`src/rtl/bus_arbiter.sv`:
```
// Arbitrates the single external memory bus between instruction fetch and the memory stage.
// One transaction is outstanding at a time. The memory stage wins ties, and aborted fetches are drained in DROP.
module bus_arbiter #(
  parameter int TIMEOUT = 0,
  parameter int CNT_W   = 8
) (
  input  logic        clk,
  input  logic        reset,
  input  logic        fetch_valid,
  input  logic [31:0] fetch_address,
  input  logic        fetch_abort,
  output logic [31:0] fetch_data,
  output logic        fetch_ready,
  output logic        fetch_error,
  input  logic        mem_valid,
  input  logic [31:0] mem_address,
  input  logic        mem_write,
  input  logic [31:0] mem_write_data,
  input  logic [3:0]  mem_write_strobe,
  output logic [31:0] mem_data,
  output logic        mem_ready,
  output logic        mem_error,
  output logic        ext_valid,
  output logic [31:0] ext_address,
  output logic        ext_write,
  output logic [31:0] ext_write_data,
  output logic [3:0]  ext_write_strobe,
  input  logic [31:0] ext_read_data,
  input  logic        ext_ready
);

  typedef enum logic [1:0] {IDLE, FETCH, MEM, DROP} state_t;

  localparam logic [CNT_W-1:0] COUNT_LAST = (TIMEOUT > 0) ? CNT_W'(TIMEOUT - 1) : '0;

  state_t            state, state_next;
  logic [CNT_W-1:0]  count;
  logic [31:0]       fetch_address_q;
  logic              capture_fetch;
  logic              timeout;

  // The timeout fires on the last permitted bus cycle that has no ext_ready.
  assign timeout = (TIMEOUT > 0) && (state != IDLE) && !ext_ready && (count == COUNT_LAST);

  always_comb begin
    state_next       = state;
    capture_fetch    = 1'b0;
    fetch_ready      = 1'b0;
    fetch_error      = 1'b0;
    mem_error        = 1'b0;
    ext_valid        = 1'b0;
    ext_address      = fetch_address_q;
    ext_write        = 1'b0;
    ext_write_data   = '0;
    ext_write_strobe = '0;
    case (state)
      IDLE: begin
        if (mem_valid) begin
          state_next = MEM;
        end else if (fetch_valid && !fetch_abort) begin
          state_next    = FETCH;
          capture_fetch = 1'b1;
        end
      end
      FETCH: begin
        ext_valid = 1'b1;
        if (ext_ready || timeout) begin
          state_next = IDLE;
          if (!fetch_abort) begin
            fetch_ready = 1'b1;
            fetch_error = timeout;
          end
        end else if (fetch_abort) begin
          state_next = DROP;
        end
      end
      DROP: begin
        ext_valid = 1'b1;
        if (ext_ready || timeout) begin
          state_next = IDLE;
        end
      end
      MEM: begin
        ext_valid        = 1'b1;
        ext_address      = mem_address;
        ext_write        = mem_write;
        ext_write_data   = mem_write_data;
        ext_write_strobe = mem_write ? mem_write_strobe : 4'b0000;
        if (ext_ready || timeout) begin
          state_next = IDLE;
          mem_error  = timeout;
        end
      end
      default: state_next = IDLE;
    endcase
  end

  assign mem_ready  = !mem_valid || ((state == MEM) && ext_ready) || mem_error;
  assign fetch_data = ext_read_data;
  assign mem_data   = ext_read_data;

  // The counter restarts on every state change, which also covers entry into DROP.
  always_ff @(posedge clk or negedge reset) begin
    if (!reset) begin
      state           <= IDLE;
      count           <= '0;
      fetch_address_q <= '0;
    end else begin
      state <= state_next;
      if ((state_next != state) || (state == IDLE)) begin
        count <= '0;
      end else begin
        count <= count + CNT_W'(1);
      end
      if (capture_fetch) begin
        fetch_address_q <= fetch_address;
      end
    end
  end

endmodule

```
`config.mk`:
```
export PLATFORM = sky130hd
export DESIGN_NAME = bus_arbiter
export DESIGN_NICKNAME = d
export VERILOG_FILES = /design/src/rtl/bus_arbiter.sv
export SDC_FILE = /design/constraint.sdc
export NUM_CORES = 1
export LEC_CHECK = 0
export ABC_AREA = 1
export ABC_CLOCK_PERIOD_IN_PS = 2200
export BUFFER_PORTS_ARGS = -buffer_cell sky130_fd_sc_hd__buf_2
export CORE_AREA = 2 2 106 108
export DETAILED_ROUTE_END_ITERATION = 8
export DIE_AREA = 0 0 108 110
export PLACE_DENSITY = 0.62
export SETUP_SLACK_MARGIN = 0.5
export SLEW_MARGIN = 25
export SYNTH_ARGS = -nofsm -noshare
export SYNTH_HDL_FRONTEND = slang
export SYNTH_SLANG_ARGS = --single-unit
```
`constraint.sdc`:
```
create_clock -name clk -period 2.2 [get_ports clk]
set_input_delay 0.44 -clock clk [delete_from_list [all_inputs] [get_ports clk]]
set_output_delay 0.44 -clock clk [all_outputs]
set_load 0.01 [all_outputs]
```
# Yosys cells after proc, flatten, opt, wreduce, memory -nomap -nowiden
# Cells that the tools add are included.
# totals
memories	0
in_bits	139
romBits	0
output_inout_bits	138
latchBits	0
mem_bits_rw	0
register_bits	34
# classes
eq_ne	6
div	0
mul	0
muxes	18
n_reduce_logical	9
n_shift	0
addsub	0
n_lt_le_gt_ge	0
n_bitwise	0
# op_table
cell	count
32-bit two-way mux	2
2-bit two-way mux	5
1-bit two-way mux	8
4-bit two-way mux	2
3-bit != test, second input constant	2
2-bit one-hot mux with 3 select lines	1
2-bit equality test, second input constant	2
3-bit AND reduction	1
3-bit OR reduction	1
2-bit by 1-bit equality test with 1-bit output, second input constant	1
1-bit logical AND	2
1-bit zero test	2
2-bit zero test	1
2-bit by 1-bit != test with 1-bit output, second input constant	1
2-bit OR reduction	1
1-bit logical OR	1

# Logic depth before layout (Yosys ltp)
# logic_depth
depth_word	5
ltp_mapped	6
mapped_depth_nobuf	6

# Least setup slack after synthesis
# OpenSTA, ideal clock, no wires.
# synth_timing
kind	register to output
startpoint	register state[0]
endpoint	output port ext_write_data[10]
setup_slack_ns	0.626
t_required_ns	1.760
path_stages_with_launch	6
arrival_time_ns	1.134
path_cell_list	dfrtp_1 > nor2_4 > inv_2 > buf_2 > buf_6 > nor2_1
# synth_between
elab_chain_cells	2
# synth_lines
item	line_no	source
start: declaration	36	state_t state, state_next;
start signal: assignment	109	state <= state_next;
2-bit equality test	56	case (state)
32-bit two-way mux	56	
end: declaration	26	output logic [31:0] ext_write_data,
# Every way passes these cells.

# Final worst setup path
# layout_timing
startpoint	register state[0]
endpoint	output port ext_write_data[15]
# Same word-level chain as after synthesis.

==> results by group <==
Global route
  – Antenna violations before repair: 0
  – Vias in the first global route: 2,290
  – GRT Residual Overflow: 0
  – GRT Total Usage: 14.0%
  – Largest net degree at the start of global routing: 37
  – First-pass GRT wire length: 12,500 um

Clock tree
  – # hold bufs at CTS: 0
  – Root Driver: clkbuf_8
  – Total clock buffers created by CTS: 5
  – Skew-Pair Late Insertion Delay: 0.28 ns
  – CTS tree: built
  – Clock Sinks: 34
  – Clock Path Buffers: 2
  – Worst-path clk slew: 0.07 ns
  – # H-tree levels: 2

Critical path
  – Critical path's top delay family: buffers and inverters
  – CP Data Required Time: 1.76 ns
  – Crit path capture type: output pin
  – CP Capture Point: ext_write_data[15]
  – Critical path fanouts, max: 5
  – CP Cell Sequence: nor2_4, inv_4, buf_4, clkbuf_16, nor2_1, buf_2
  – Reg2Reg Setup Slack: 0.49 ns
  – Crit-path slowest cell: dfrtp_2
  – CP startpoint kind: flip-flop
  – Critical Path AT: 1.45 ns
  – Critical R2R Capture: fetch_address_q[30]
  – CP Class: flip-flop to output pin
  – Worst path buffer plus inverter count: 4
  – Slowest stage delay, CP: 0.42 ns
  – Number of cells on the critical path: 6
  – FF-to-FF Start: state[1]
  – Reg2reg path depth: 6
  – Crit path launch: state[0]

Power
  – Peak supply drop: 0.737 mV
  – Flop pwr share: 22.5%
  – Logic pwr share: 68.4%
  – Leakage: 0.00245 uW
  – Sw Ratio: 43.2%
  – Int Power: 2940 uW
  – Clock share of power: 9.2%
  – Cell Pwr Density: 1270 nW/um2
  – P_sw: 2230 uW

Route
  – Drt wl/cell: 15.0 um
  – Via density: 4.06
  – DRC viols: 0
  – Post-DRT Antenna Nets: 0
  – Via count: 2,771
  – Drt pass-1 iters: 4
  – 1st-iter DRT viols: 102
  – Routed WL: 10,200 um

Synth
  – Gate Count Post-Synth: 411
  – Synth warn: 0
  – Post-synth top area cell: dfrtp_1
  – Synth top area cells: dfrtp_1 32%, nand2_1 20%, buf_4 20%
  – Synth Register Bits: 34
  – Synthesized area per cell: 6.40 um2
  – Synth cell types: 19
  – Post-Syn Area: 2630 um2
  – Register area share after synthesis: 32.4%
  – Top-area cell type share of the netlist area: 32.4%

Run
  – Max Cap Viol: 0

Final layout
  – Area grow syn2layout: 55.1%
  – Diode count: 0
  – Layout cells sized above 1: 48.7%
  – Commonest non-fill, non-tap cell in the layout: buf_2
  – # fillers: 1,167
  – Final core occ: 38.1%
  – Most frequent cells in the layout: 152 x buf_2, 123 x nand2_1, 70 x inv_1, 33 x dfrtp_1, 32 x o21ai_1
  – Design area: 4080 um2
  – Fin nets: 680

STA
  – Worst hold slack: 0.232 ns
  – Period Utilization, post-route: 85.8%
  – Hold Fails Final Rpt: 0
  – Setup TNS: 0 ns
  – Least-Margin Pin Slew: 0.767 ns
  – RSZ-0062 raised after global routing: true
  – Skew final: 0.00714 ns
  – Slew headroom: 48.9%
  – Fin crit period: 1.89 ns
  – Final setup viols: 0
  – Max-slew violations: 0
  – Fmax: 530 MHz

Floorplan
  – Core area: 10,700 um2
  – Starting Density: 24.6%
  – I/O pins: 277
  – Die area: 11,900 um2
  – Cell row count: 38
  – Die width: 108 um
  – Die H: 110 um

Hold path
  – Min-delay worst type: input port to async pin

Placement
  – Placed inst area: 3170 um2
  – HPWL after detailed placement: 6840 um
  – # port buffers: 178
  – Placer congestion estimate: 0.825

Outcome
  – Status: finished, final reports clean
## per-stage QoR
stage | setup slack [ns] | power, uW | instances
final | 0.312 | 5180 | 682
after global routing | 0.247 | 5560 | 682
after CTS | 0.307 | 4520 | 674
after detailed placement | 0.508 | 3380 | 653
after global placement | 0.512 | 3350 | 653
after floorplan | 0.626 | 2560 | 412
## how the worst min path moves through the flow
stage / slack, ns / from / endpoint
finish: 0.23 / reset / fetch_address_q[23]
global route: 0.30 / reset / fetch_address_q[22]
CTS: 0.25 / reset / fetch_address_q[17]
detailed placement: 0.48 / fetch_address_q[27] / fetch_address_q[27]
global placement: 0.47 / fetch_address_q[30] / fetch_address_q[30]
floorplan: 0.14 / reset / fetch_address_q[0]
## cells by family (layout without fill, tap and decap cells)
family / count (synthesis) / in the layout / share of synthesized area (%)
compound gates: 35 / 35 / 6.66
other cells: 1 / 2 / 0.143
flops: 34 / 34 / 32.4
buf+inv: 154 / 283 / 32.7
simple gates: 187 / 188 / 28.1
## registers in the layout, indices dropped and copies added (netlist names)
register	count
state	2
fetch_address_q	32
## cells in the mapped netlist (all sizes together)
| cell type | n |
|---|---|
| nand3 | 4 |
| nand2 | 141 |
| o21ai | 34 |
| buf | 80 |
| nor2 | 39 |
| conb | 1 |
| nor4 | 1 |
| inv | 72 |
| clkbuf | 2 |
| a21oi | 1 |
| dfrtp | 34 |
| nand4 | 2 |
## cell type report
type	count	area [um2]	share of cell area [%]
Timing Repair Buffer	203	1500	36.9
Multi-Input combinational cell	225	1180	29.0
Sequential cell	34	852	20.9
Inverter	72	273	6.69
Tap cell	140	175	4.30
Clock buffer	7	86.3	2.12
Clock inverter	1	5.00	0.123
## power by group through the flow
stage	sequential (uW)	combinational [uW]	clock (uW)
floorplan	1090	1480	0
global placement	1150	2200	0
detailed placement	1140	2240	0
CTS	1130	2900	495
global route	1200	3830	529
finish	1160	3540	475
## layer usage
metal | share of wire (%) | routed length [um] | track usage [%]
met1 | 40 | 4050 | 17.1
met2 | 51 | 5270 | 24.4
met3 | 7.6 | 774 | 3.76
met4 | 1.5 | 151 | 3.57
met5 | 0 | 0 | 0
## what timing repair did
| action | CTS | global route |
|---|---|---|
| resized for setup | 35 | 82 |
| endpoints found under the hold margin | 0 | 0 |
| buffers inserted | 8 | 2 |
| endpoints found under the setup margin | 70 | 89 |
| pin swaps | 1 | 3 |
| cloned | 5 | 6 |
Power figures use the tool's default switching activity.
